**config.mk**
```make
export PLATFORM = sky130hd
export DESIGN_NAME = jtag_tap_target_core_flat
export DESIGN_NICKNAME = d
export VERILOG_FILES = /design/src/rtl/jtag_tap_target_core_if.sv /design/src/rtl/jtag_tap_target_core.sv /design/src/flat_wrapper.sv
export SDC_FILE = /design/constraint.sdc
export NUM_CORES = 1
export LEC_CHECK = 0
export CAP_MARGIN = 20
export CELL_PAD_IN_SITES_DETAIL_PLACEMENT = 1
export CELL_PAD_IN_SITES_GLOBAL_PLACEMENT = 1
export CORE_AREA = 10 10 117 119
export CTS_CLUSTER_SIZE = 16
export DETAILED_ROUTE_END_ITERATION = 6
export DIE_AREA = 0 0 127 129
export PLACE_DENSITY = 0.89
export SLEW_MARGIN = 30
export SYNTH_ARGS = -nofsm -noshare
export SYNTH_HDL_FRONTEND = slang
export SYNTH_SLANG_ARGS = --single-unit
```
**constraint.sdc**
```tcl
create_clock -name jtagClk -period 5.7 [get_ports jtagClk]
set_input_delay 1.71 -clock jtagClk [delete_from_list [all_inputs] [get_ports jtagClk]]
set_output_delay 1.71 -clock jtagClk [all_outputs]
set_load 0.05 [all_outputs]
```
**src/rtl/jtag_tap_target_core_if.sv**
```systemverilog
// Serial JTAG pin bundle between a TAP driver (master) and the TAP target (slave).
interface jtag_tap_target_core_if;
  logic jtagTms;
  logic jtagTdi;
  logic jtagTdo;
  logic jtagTdoEn;

  modport master (output jtagTms, output jtagTdi, input jtagTdo, input jtagTdoEn);
  modport slave  (input jtagTms, input jtagTdi, output jtagTdo, output jtagTdoEn);
endinterface

```
**src/rtl/jtag_tap_target_core.sv**
```systemverilog
// IEEE 1149.1 TAP target: 16-state controller, parametrised IR and
// bypass / user / boundary-scan data registers with capture-shift-update stages.
module jtag_tap_target_core #(
  parameter int unsigned IR_WIDTH      = 5,
  parameter int unsigned USER_DR_WIDTH = 32,
  parameter int unsigned BSR_WIDTH     = 16,
  parameter int unsigned BYPASS_OPCODE = 0,
  parameter int unsigned USER_OPCODE   = 1,
  parameter int unsigned BSR_OPCODE    = 6
) (
  input  logic                     jtagClk,
  input  logic                     jtagRst,
  jtag_tap_target_core_if.slave    jtag,
  output logic [3:0]               tapState,
  output logic [IR_WIDTH-1:0]      irValue,
  output logic [USER_DR_WIDTH-1:0] userDrValue,
  input  logic [BSR_WIDTH-1:0]     bsrCaptureIn,
  output logic [BSR_WIDTH-1:0]     bsrValue,
  output logic                     updateIrPulse,
  output logic                     updateDrPulse
);

  typedef enum logic [3:0] {
    stReset     = 4'd0,  stIdle      = 4'd1,  stDrScan    = 4'd2,  stIrScan    = 4'd3,
    stCaptureIr = 4'd4,  stShiftIr   = 4'd5,  stExit1Ir   = 4'd6,  stPauseIr   = 4'd7,
    stExit2Ir   = 4'd8,  stUpdateIr  = 4'd9,  stCaptureDr = 4'd10, stShiftDr   = 4'd11,
    stExit1Dr   = 4'd12, stPauseDr   = 4'd13, stExit2Dr   = 4'd14, stUpdateDr  = 4'd15
  } tapStateT;

  typedef enum logic [1:0] {drBypass, drUser, drBsr} drSelT;

  localparam logic [IR_WIDTH-1:0] bypassOp = IR_WIDTH'(BYPASS_OPCODE);
  localparam logic [IR_WIDTH-1:0] userOp   = IR_WIDTH'(USER_OPCODE);
  localparam logic [IR_WIDTH-1:0] bsrOp    = IR_WIDTH'(BSR_OPCODE);

  tapStateT                 state, nextState;
  drSelT                    drSel;
  logic [IR_WIDTH-1:0]      irShift;
  logic                     bypassReg;
  logic [USER_DR_WIDTH-1:0] userShift;
  logic [BSR_WIDTH-1:0]     bsrShift;

  assign tapState = state;

  always_comb begin
    nextState = state;
    case (state)
      stReset:     nextState = jtag.jtagTms ? stReset     : stIdle;
      stIdle:      nextState = jtag.jtagTms ? stDrScan    : stIdle;
      stDrScan:    nextState = jtag.jtagTms ? stIrScan    : stCaptureDr;
      stIrScan:    nextState = jtag.jtagTms ? stReset     : stCaptureIr;
      stCaptureIr: nextState = jtag.jtagTms ? stExit1Ir   : stShiftIr;
      stShiftIr:   nextState = jtag.jtagTms ? stExit1Ir   : stShiftIr;
      stExit1Ir:   nextState = jtag.jtagTms ? stUpdateIr  : stPauseIr;
      stPauseIr:   nextState = jtag.jtagTms ? stExit2Ir   : stPauseIr;
      stExit2Ir:   nextState = jtag.jtagTms ? stUpdateIr  : stShiftIr;
      stUpdateIr:  nextState = jtag.jtagTms ? stDrScan    : stIdle;
      stCaptureDr: nextState = jtag.jtagTms ? stExit1Dr   : stShiftDr;
      stShiftDr:   nextState = jtag.jtagTms ? stExit1Dr   : stShiftDr;
      stExit1Dr:   nextState = jtag.jtagTms ? stUpdateDr  : stPauseDr;
      stPauseDr:   nextState = jtag.jtagTms ? stExit2Dr   : stPauseDr;
      stExit2Dr:   nextState = jtag.jtagTms ? stUpdateDr  : stShiftDr;
      stUpdateDr:  nextState = jtag.jtagTms ? stDrScan    : stIdle;
      default:     nextState = stReset;
    endcase
  end

  // Unknown opcodes fall back to bypass so the chain length stays defined.
  always_comb begin
    drSel = drBypass;
    if (irValue == userOp)     drSel = drUser;
    else if (irValue == bsrOp) drSel = drBsr;
  end

  always_comb begin
    jtag.jtagTdo   = 1'b0;
    jtag.jtagTdoEn = 1'b0;
    case (state)
      stShiftIr: begin
        jtag.jtagTdo   = irShift[0];
        jtag.jtagTdoEn = 1'b1;
      end
      stShiftDr: begin
        jtag.jtagTdoEn = 1'b1;
        case (drSel)
          drUser:  jtag.jtagTdo = userShift[0];
          drBsr:   jtag.jtagTdo = bsrShift[0];
          default: jtag.jtagTdo = bypassReg;
        endcase
      end
      default: ;
    endcase
  end

  // Shifts are written as a widened right shift so width-1 registers need no slicing.
  always_ff @(posedge jtagClk) begin
    if (jtagRst) begin
      state         <= stReset;
      irShift       <= '0;
      bypassReg     <= 1'b0;
      userShift     <= '0;
      bsrShift      <= '0;
      irValue       <= bypassOp;
      userDrValue   <= '0;
      bsrValue      <= '0;
      updateIrPulse <= 1'b0;
      updateDrPulse <= 1'b0;
    end else begin
      state         <= nextState;
      updateIrPulse <= (state == stUpdateIr);
      updateDrPulse <= (state == stUpdateDr);
      case (state)
        stReset:     irValue <= bypassOp;
        stCaptureIr: irShift <= IR_WIDTH'(2'b01);
        stShiftIr:   irShift <= IR_WIDTH'({jtag.jtagTdi, irShift} >> 1);
        stUpdateIr:  irValue <= irShift;
        stCaptureDr: begin
          bypassReg <= 1'b0;
          userShift <= userDrValue;
          bsrShift  <= bsrCaptureIn;
        end
        stShiftDr: begin
          case (drSel)
            drUser:  userShift <= USER_DR_WIDTH'({jtag.jtagTdi, userShift} >> 1);
            drBsr:   bsrShift  <= BSR_WIDTH'({jtag.jtagTdi, bsrShift} >> 1);
            default: bypassReg <= jtag.jtagTdi;
          endcase
        end
        stUpdateDr: begin
          case (drSel)
            drUser:  userDrValue <= userShift;
            drBsr:   bsrValue    <= bsrShift;
            default: ;
          endcase
        end
        default: ;
      endcase
    end
  end

endmodule

```
**src/flat_wrapper.sv**
```systemverilog
// flat-port wrapper written by rule: the top's interface ports become plain ports
module jtag_tap_target_core_flat 
#(
  parameter int unsigned IR_WIDTH      = 5,
  parameter int unsigned USER_DR_WIDTH = 32,
  parameter int unsigned BSR_WIDTH     = 16,
  parameter int unsigned BYPASS_OPCODE = 0,
  parameter int unsigned USER_OPCODE   = 1,
  parameter int unsigned BSR_OPCODE    = 6
)
  (jtagClk, jtagRst, tapState, irValue, userDrValue, bsrCaptureIn, bsrValue, updateIrPulse, updateDrPulse, jtag_jtagTms, jtag_jtagTdi, jtag_jtagTdo, jtag_jtagTdoEn);
  jtag_tap_target_core_if jtag_i ();
  input  logic jtagClk;
  input  logic jtagRst;
  output logic [3:0] tapState;
  output logic [IR_WIDTH-1:0] irValue;
  output logic [USER_DR_WIDTH-1:0] userDrValue;
  input  logic [BSR_WIDTH-1:0] bsrCaptureIn;
  output logic [BSR_WIDTH-1:0] bsrValue;
  output logic updateIrPulse;
  output logic updateDrPulse;
  input wire logic [$bits(jtag_i.jtagTms)-1:0] jtag_jtagTms;
  input wire logic [$bits(jtag_i.jtagTdi)-1:0] jtag_jtagTdi;
  output wire logic [$bits(jtag_i.jtagTdo)-1:0] jtag_jtagTdo;
  output wire logic [$bits(jtag_i.jtagTdoEn)-1:0] jtag_jtagTdoEn;
  assign jtag_i.jtagTms = jtag_jtagTms;
  assign jtag_i.jtagTdi = jtag_jtagTdi;
  assign jtag_jtagTdo = jtag_i.jtagTdo;
  assign jtag_jtagTdoEn = jtag_i.jtagTdoEn;
  jtag_tap_target_core #(.IR_WIDTH(IR_WIDTH), .USER_DR_WIDTH(USER_DR_WIDTH), .BSR_WIDTH(BSR_WIDTH), .BYPASS_OPCODE(BYPASS_OPCODE), .USER_OPCODE(USER_OPCODE), .BSR_OPCODE(BSR_OPCODE)) u_core (.jtagClk(jtagClk), .jtagRst(jtagRst), .jtag(jtag_i), .tapState(tapState), .irValue(irValue), .userDrValue(userDrValue), .bsrCaptureIn(bsrCaptureIn), .bsrValue(bsrValue), .updateIrPulse(updateIrPulse), .updateDrPulse(updateDrPulse));
endmodule
```
After elaboration in Yosys (flattened, before gate mapping)
Cells that the tools add are included.

Equal/unequal tests: 22. Mux-type cells: 26. Reductions and logical operators: 14.

Operators with widths (count): $pmux 32 s2 (1); $pmux 4 s12 (1); $eq 4x4->1 const B (8); $mux 32 (1); $pmux 16 s2 (1); $pmux 5 s2 (2); $eq 4x3->1 const B (4); $mux 16 (1); $mux 4 (4); $mux 2 (6); $reduce_and 2->1 (5); $mux 3 (3); $eq 4x2->1 const B (2); $reduce_or 2->1 (4); $pmux 1 s2 (3); $reduce_bool 2->1 (3); $eq 5x1->1 const B (1); $eq 5x3->1 const B (1); $eq 4x1->1 const B (1); $logic_not 4->1 (1); $ne 2x1->1 const B (2); $mux 1 (3); $reduce_or 3->1 (1); $eq 2x1->1 const B (1); other kinds (2) (2).

Register bits after elaboration: 113. Bits of input ports: 20. Output and inout bits: 61.

Logic depth before layout (Yosys ltp)
Gate-level depths: netlist of run 1.

Word-level depth: 7. Gate-level depth with buffers: 7. Gate-level depth less buffers: 4.

Least setup slack after synthesis of run 1
Ideal clock, no wire load.

Path type: reg-to-output. Start point: register u_core.state[0] (netlist: u_core.tapState[0]). End point: output port jtag_jtagTdo. Data arrival time: 2.661 ns. Data required time: 3.990 ns. Setup slack: 1.329 ns. Cell stages (with the launch flop): 6. Path through: dfxtp_1 -> buf_2 -> nand4b_1 -> clkbuf_1 -> clkbuf_1 -> o21ai_0.

Cells in the longest elaborated chain, start to end: 2.

Ends and longest elaborated chain: start, declared (line jtag_tap_target_core.sv:36) `tapStateT state, nextState;`; start signal, assigned (line jtag_tap_target_core.sv:98) `state <= stReset;`; start signal, assigned (line jtag_tap_target_core.sv:109) `state <= nextState;`; $eq 4x4->1 / $eq 4x3->1 (equally long branches) (line jtag_tap_target_core.sv:78) `case (state)`; $pmux 1 s2 * (line jtag_tap_target_core.sv:78); end, declared (line flat_wrapper.sv:24) `output wire logic [$bits(jtag_i.jtagTdo)-1:0] jtag_jtagTdo;`.

Every way passes the cells marked *; elsewhere a longest branch is shown, timed or not.

Worst setup path after layout of run 1
Same ends and word-level chain as after synthesis.

==> results of run 1 <==
-- state kept, by name (all words and copies together), names as in the netlist, 4 cells and up --
name	cells
u_core.irShift	5
u_core.bsrValue	16
u_core.bsrShift	16
u_core.userShift	32
u_core.irValue	5
u_core.tapState	4
u_core.userDrValue	32
-- worst min-delay path: cells and delay by family (launching register included) --
family           cells  cell delay, ns
AO/OA/AOI/OAI        1            0.05
AND/OR/NAND/NOR      1            0.05
flip-flops           1            0.31
-- how the worst max path moves through the flow --
stage                            start           end  slack, ns  cells past startpoint
floorplan           u_core.tapState[0]  jtag_jtagTdo       1.33                      5
global route        u_core.tapState[0]  jtag_jtagTdo       0.94                      4
global placement    u_core.tapState[0]  jtag_jtagTdo       1.61                      4
detailed placement  u_core.tapState[0]  jtag_jtagTdo       1.52                      4
CTS                 u_core.tapState[0]  jtag_jtagTdo       1.09                      4
finish              u_core.tapState[0]  jtag_jtagTdo       1.12                      4
-- synth_stat cells (all sizes together) (2+ instances only) --
cell type / count / area, µm²
nand2b: 2 / 12.51
xor2: 2 / 17.52
dfxtp: 113 / 2262
nor3: 4 / 20.02
nand4: 2 / 12.51
a21oi: 54 / 270.3
nor2: 57 / 214.0
nand4bb: 2 / 22.52
a311oi: 48 / 420.4
or3: 2 / 12.51
o22ai: 2 / 12.51
a22o: 5 / 43.79
a221oi: 2 / 17.52
o21ai: 6 / 30.03
nand3: 6 / 30.03
clkbuf: 34 / 127.6
inv: 3 / 11.26
buf: 14 / 86.33
nor3b: 2 / 15.01
nand2: 201 / 754.5
a31oi: 2 / 12.51
-- cell families (layout without fill, tap and decap cells) --
group	after synthesis	after routing
simple gates	287	287
compound gates	127	127
flops	113	113
buf+inv	51	122
xor+xnor	3	3
mux	1	1
-- cell type report --
class | count | area (µm²)
Fill cell | 1363 | 5261
Sequential cell | 113 | 2262
Multi-Input combinational cell | 418 | 2136
Timing Repair Buffer | 87 | 850.8
Clock buffer | 21 | 460.4
Tap cell | 143 | 178.9
Clock inverter | 11 | 160.2
Inverter | 3 | 11.26
-- power by group --
group          internal (mW)  switching (mW)  total [mW]  leakage [nW]
combinational         0.0312          0.0458      0.0770         0.722
sequential             0.797          0.0149       0.812         0.911
clock                  0.750           0.378        1.13         0.303
-- through the flow --
| stage | utilization [%] | hold WS, ns | setup slack, ns | std cells | power (mW) |
|---|---|---|---|---|---|
| after detailed placement | 47.99 | 0.4494 | 1.522 | 764 | 0.9042 |
| final | 53.53 | 0.4558 | 1.121 | 796 | 2.016 |
| after CTS | 53.47 | 0.4577 | 1.091 | 796 | 2.031 |
| after global routing | 53.53 | 0.4783 | 0.9387 | 796 | 2.075 |
| after global placement | 47.93 | 0.4392 | 1.612 | 764 | 0.9008 |
| after floorplan | - | 0.4408 | 1.329 | 582 | 0.8746 |
-- routing by layer --
| metal | vias up | part of all wire, % |
|---|---|---|
| met3 | 10 | 5.8 |
| met4 | 0 | 0.84 |
| met2 | 113 | 49 |
| met5 | - | 0 |
| met1 | 2164 | 44 |
| li1 | 2117 | - |
==> results.cfg, run 1 <==
[floorplanning]
die_w_um = 127
initial_core_util_pct = 40.54
pin_count = 81
die-area_um2 = 16380
core_area_um2 = 11320
rows = 39
die_y_um = 129

[final_layout]
layout_commonest_cell = nand2_1
diodes = 0
layout_common_cells = nand2_1 (201), dfxtp_1 (113), clkdlybuf4s50_1 (79)
drive_gt1_share_pct = 7.198
layout.nets = 660
final_area_um2 = 6060
area_growth_pct = 32.03

[worst_setup_path]
critical_path_buf_inv_count = 2
r2r_end = u_core.bsrShift[12]
critPathKind = flip-flop to output pin
crit_required_ns = 3.99
worstSetupStartpointType = flip-flop
cp.arrival_ns = 2.87
end_kind = output pin
ff2ff_setup_slack_ns = 2.85
path_max_fanout = 50
cp_cell_sequence = nand4b_1, buf_4, o21ai_0, clkdlybuf4s50_1
crit_family = buffers and inverters
max_stage_delay_ns = 0.86
crit_slowest_cell = clkdlybuf4s50_1
r2r-start = u_core.tapState[0]
r2r_cells = 6

[min_path]
hp-start = u_core.bsrValue[13]
whs_endpoint = u_core.bsrValue[13]
hold_depth = 2
worstHoldPathType = flip-flop to flip-flop

[power]
p_per_area_nw_per_um2 = 332.7
vdd_drop_max_uv = 220.2
power_leakage_nw = 1.935

[sta]
drv_slew = 0
relSlewSlack_pct = 48.07
rsz0062_at_grt = false
skew_ns = 0.01854
max_freq_ghz = 0.2184
worst_pin_slew_ns = 0.7780
finalCriticalPeriod_ns = 4.579
finalCritPeriodShare_pct = 80.34
setup_violations = 0
hold_viol_final = 0
tns_ns = 0

[logic_synthesis]
ys_warn_count = 0
synth_fa_ha_area_share_pct = 0
muxShareOfSynthArea_pct = 0.2454
synth-simple-area-share_pct = 25.46
ys_ff_latch = 113
ys.flop_type = dfxtp_1
synth_edf_count = 0
synth.distinct_cells = 42
synthXorXnorAreaFrac_pct = 0.5725
ys_async_sr_fraction_pct = 0
yosysSeqAreaShare_pct = 49.29
syn_avg_cell_area_um2 = 7.886
synth_area_um2 = 4589
synth_compound_area_share_pct = 19.52
synthesis.nets = 602
synth_top_family_by_area = simple AND/OR/NAND/NOR gates
synth_cells = 582

[clock_tree]
cts_buffers = 17
post_cts_buffers = 0
cts_tree = yes
clock_path_buffers = 2
clock_latency_ns = 0.42
ctsHoldBuffers = 0
htreeDepth = 4
cts_resized = 0
clk_pin_slew_ns = 0.06
clock-sinks = 113
cts-root-buf = clkbuf_16

[detailed_routing]
drc = 0
drt_pre_antenna_iters = 4
drtIter0Drc = 355
via_per_inst = 5.533
ant_nets = 0
vias = 4404
drt_wl_total_mm = 14.32
wl_per_cell_um = 17.99

[grt]
grt_first_pass_wirelength_mm = 23.41
grt_use_met2_pct = 29.25
use_met1_pct = 20.72
grt_usage_pct = 17.55
busiest_layer = met2
grt_max_degree = 65
antenna_found_initial = 0
first_global_vias = 4598
grt-ovfl-total = 0
grtUsageMet3_pct = 5.832

[outcome]
status = finished clean

[run]
cap_violations = 0

[place]
gp_routability_congestion = 0.8279
place_hpwl_mm = 8.925
placed_cell_area_um2 = 5433
io_buffer_count = 80
(Power assumes the default switching activity.)
==> run 2, diff against run 1 <==
CORE_AREA = 10 10 121 123   (was 10 10 117 119)
DIE_AREA = 0 0 131 133   (was 0 0 127 129)
PLACE_DENSITY = 0.84   (was 0.89)
clock period = 4.8 ns   (was 5.7 ns; I/O delays follow)
==> results.cfg, run 2 (same netlist as run 1, synthesis figures left out) <==
[outcome]
status = finished clean

[detailed_routing]
drc = 0
drtIter0Drc = 366
wl_per_cell_um = 17.16
drt_pre_antenna_iters = 4
vias = 4387
drt_wl_total_mm = 14.11
ant_nets = 0
via_per_inst = 5.337

[worst_setup_path]
worstSetupStartpointType = flip-flop
end_kind = output pin
crit_required_ns = 3.36
critPathKind = flip-flop to output pin
cp.arrival_ns = 2.83
path_max_fanout = 10

[sta]
finalCriticalPeriod_ns = 4.274
relSlewSlack_pct = 43.69
setup_ws_ns = 0.5258
hold_viol_final = 0
whs_ns = 0.4507
rsz0062_at_grt = false
finalCritPeriodShare_pct = 89.05
worst_pin_slew_ns = 0.8447
tns_ns = 0
max_freq_ghz = 0.2340
drv_slew = 0
skew_ns = 0.006881
setup_violations = 0

[power]
power_leakage_nw = 1.914
vdd_drop_max_uv = 178.1
p_per_area_nw_per_um2 = 378.0
finalPower_mw = 2.284

[run]
cap_violations = 0

[clock_tree]
cts_buffers = 17
ctsHoldBuffers = 0
htreeDepth = 4
clock-sinks = 113
cts_tree = yes
cts-root-buf = clkbuf_16
post_cts_buffers = 0
clk_pin_slew_ns = 0.05
clock_path_buffers = 2
cts_resized = 0
clock_latency_ns = 0.41

[place]
post-place-ws_ns = 1.062
placed_cell_area_um2 = 5465
dp_cells = 792
place_hpwl_mm = 8.661
io_buffer_count = 80
gp_routability_congestion = 0.8292

[grt]
grt_max_degree = 110
grt-ovfl-total = 0
first_global_vias = 4428
antenna_found_initial = 0
grt_usage_pct = 16.29
grt_first_pass_wirelength_mm = 22.64

[final_layout]
layout_commonest_cell = nand2_1
final_util_pct = 48.88
layout.nets = 659
layout_common_cells = nand2_1 (201), dfxtp_1 (113), clkdlybuf4s50_1 (79)
area_growth_pct = 31.68
diodes = 0
largestRegisters = u_core.userDrValue: 32 flops, u_core.userShift: 32 flops
fillers = 1494
fin_cells = 822
final_area_um2 = 6043
drive_gt1_share_pct = 6.615

[floorplanning]
die_y_um = 133
die_w_um = 131
pin_count = 81
initial_core_util_pct = 37.12
rows = 41
die-area_um2 = 17420
core_area_um2 = 12360

[min_path]
worstHoldPathType = flip-flop to flip-flop
## run 2: cell types whose count changed in the layout (fill, tap and decap cells not counted), sizes merged
cell	previous run	this run
clkbuf	21	24
clkinvlp	2	0
buf	8	7
bufinv	4	2
clkinv	5	4
## run 2: power breakdown
| part | internal [mW] | total [mW] | leakage, nW | switching [mW] |
|---|---|---|---|---|
| logic | 0.0368 | 0.0923 | 0.718 | 0.0555 |
| registers | 0.947 | 0.965 | 0.911 | 0.0179 |
| clock network | 0.808 | 1.23 | 0.286 | 0.419 |
| total | 1.79 | 2.28 | 1.91 | 0.492 |
## run 2: final cells by class
| cell class | instances | area [µm²] | area share (%) |
|---|---|---|---|
| Timing Repair Buffer | 86 | 847.1 | 14.02 |
| Multi-Input combinational cell | 418 | 2136 | 35.34 |
| Tap cell | 172 | 215.2 | 3.561 |
| Inverter | 3 | 11.26 | 0.1863 |
| Clock buffer | 24 | 491.7 | 8.137 |
| Sequential cell | 113 | 2262 | 37.43 |
| Clock inverter | 6 | 80.08 | 1.325 |
## run 2: worst paths after layout
path                             from                   end  slack (ns)  cells after the start
setup reg to reg   u_core.tapState[0]  u_core.userShift[15]        1.88                      6
hold / removal    u_core.bsrValue[14]   u_core.bsrValue[14]        0.45                      2
setup / recovery    u_core.irValue[0]          jtag_jtagTdo        0.53                      5
hold reg to reg   u_core.bsrValue[14]   u_core.bsrValue[14]        0.45                      2
## run 2: worst max-delay path: stages, from the launching register on
cell and delay, ns:
dfxtp_1 0.60, nor3b_1 0.41, o21ai_0 0.22, a221oi_1 0.30, o21ai_0 0.15, clkdlybuf4s50_1 0.74
## run 2: per-layer routing
metal / share of wire [%] / routed length [µm] / vias to the layer above / GRT usage (%)
met5: 0 / 0 / - / 0
met4: 2.1 / 292 / 0 / 6.984
met3: 5.5 / 781 / 24 / 5.074
met2: 47 / 6695 / 96 / 26.15
met1: 45 / 6335 / 2155 / 19.47
li1: - / - / 2112 / -
==> run 3, diff against run 2 <==
SLEW_MARGIN = 20   (was 30)
==> results.cfg, run 3 (same netlist as run 1, synthesis figures left out) <==
[grt]
use_met1_pct = 19.28
grt_usage_pct = 16.23
grt_first_pass_wirelength_mm = 22.67
grt-ovfl-total = 0
grt_max_degree = 110
grtUsageMet3_pct = 5.074
busiest_layer = met2
grt_use_met2_pct = 26.24
antenna_found_initial = 0
first_global_vias = 4471

[place]
io_buffer_count = 80
place_hpwl_mm = 8.705
placed_cell_area_um2 = 5455
gp_routability_congestion = 0.8292
dp_cells = 792

[final_layout]
final_area_um2 = 6068
drive_gt1_share_pct = 6.605
largestRegisters = u_core.userDrValue: 32 flops, u_core.userShift: 32 flops
fin_cells = 823
diodes = 0
layout_common_cells = nand2_1 (201), dfxtp_1 (113), clkdlybuf4s50_1 (79)
layout.nets = 659
area_growth_pct = 32.22
layout_commonest_cell = nand2_1

[worst_setup_path]
critPathKind = flip-flop to output pin
crit_top_cell = o21ai_0
worstSetupStartpointType = flip-flop
end_kind = output pin
max_stage_delay_ns = 0.89
cp_cell_sequence = and3b_1, o21ai_0, a221oi_1, o21ai_0, clkdlybuf4s50_1
r2r_cells = 6
crit_required_ns = 3.36
crit_slowest_cell = clkdlybuf4s50_1
cp.arrival_ns = 2.80
path_max_fanout = 10

[sta]
max_freq_ghz = 0.2359
rsz0062_at_grt = false
worst_pin_slew_ns = 1.041
finalCriticalPeriod_ns = 4.240
tns_ns = 0
hold_viol_final = 0
skew_ns = 0.009015
setup_violations = 0
finalCritPeriodShare_pct = 88.33
drv_slew = 0
whs_ns = 0.4518
relSlewSlack_pct = 29.65

[floorplanning]
initial_core_util_pct = 37.12
rows = 41
die_y_um = 133
pin_count = 81
core_area_um2 = 12360
die_w_um = 131
die-area_um2 = 17420

[clock_tree]
clk_pin_slew_ns = 0.05
cts_tree = yes
cts_resized = 0
clock_path_buffers = 2
cts_buffers = 17
post_cts_buffers = 0
htreeDepth = 4
cts-root-buf = clkbuf_16
clock-sinks = 113
clock_latency_ns = 0.42
ctsHoldBuffers = 0

[detailed_routing]
ant_nets = 0
drc = 0
drtIter0Drc = 322
drt_pre_antenna_iters = 4
vias = 4369
drt_wl_total_mm = 14.02
wl_per_cell_um = 17.04
via_per_inst = 5.309

[power]
power_leakage_nw = 1.927
vdd_drop_max_uv = 153.5
p_per_area_nw_per_um2 = 385.2

[min_path]
worstHoldPathType = flip-flop to flip-flop
hold_depth = 2

[run]
cap_violations = 0

[outcome]
status = finished clean
==> run 3: changes by cell type in the layout (fill, tap and decap cells not counted), sizes merged <==
cell / previous run / this run
clkbuf: 24 / 27
clkinv: 4 / 2
==> run 3: critical path, delay by kind of cell (launching register included) <==
family                 cells  cell delay [ns]
and+or+nand+nor            1             0.26
DFF                        1             0.57
AOI/OAI and AO/OA          3             0.66
buffers and inverters      1             0.89
==> run 3: final cells by class <==
class / instances / area, µm²
Fill cell: 1486 / 6295
Sequential cell: 113 / 2262
Multi-Input combinational cell: 418 / 2130
Timing Repair Buffer: 86 / 847.1
Clock buffer: 27 / 533.0
Tap cell: 172 / 215.2
Clock inverter: 4 / 70.07
Inverter: 3 / 11.26
==> run 3: per-stage QoR <==
| stage | worst slack (ns) | util, % | power [mW] |
|---|---|---|---|
| 2_1_floorplan | 0.6993 | - | 1.039 |
| 6_report | 0.5601 | 49.08 | 2.337 |
| 3_3_place_gp | 1.183 | 44.13 | 1.070 |
| 4_1_cts | 0.5814 | 49.00 | 2.356 |
| 5_1_grt | 0.4282 | 49.08 | 2.411 |
| 3_5_place_dp | 1.053 | 44.13 | 1.074 |
==> run 3: final timing paths <==
check,slack (ns),from,to
hold / removal,0.45,u_core.bsrValue[12],u_core.bsrValue[12]
setup / recovery,0.56,u_core.irValue[0],jtag_jtagTdo
setup reg to reg,1.97,u_core.tapState[0],u_core.bsrShift[7]
hold reg to reg,0.45,u_core.bsrValue[12],u_core.bsrValue[12]
==> run 3: layer usage <==
layer  part of all wire [%]  up-vias  wire length [µm]
met5                      0        -                 0
met4                    2.0        0               275
met3                    5.6       24               784
met2                     48      114              6716
met1                     45     2119              6244
li1                       -     2112                 -
==> run 3: report_power, final <==
group | internal [mW] | switching [mW]
logic | 0.0367 | 0.0559
registers | 0.947 | 0.0172
clock network | 0.856 | 0.425
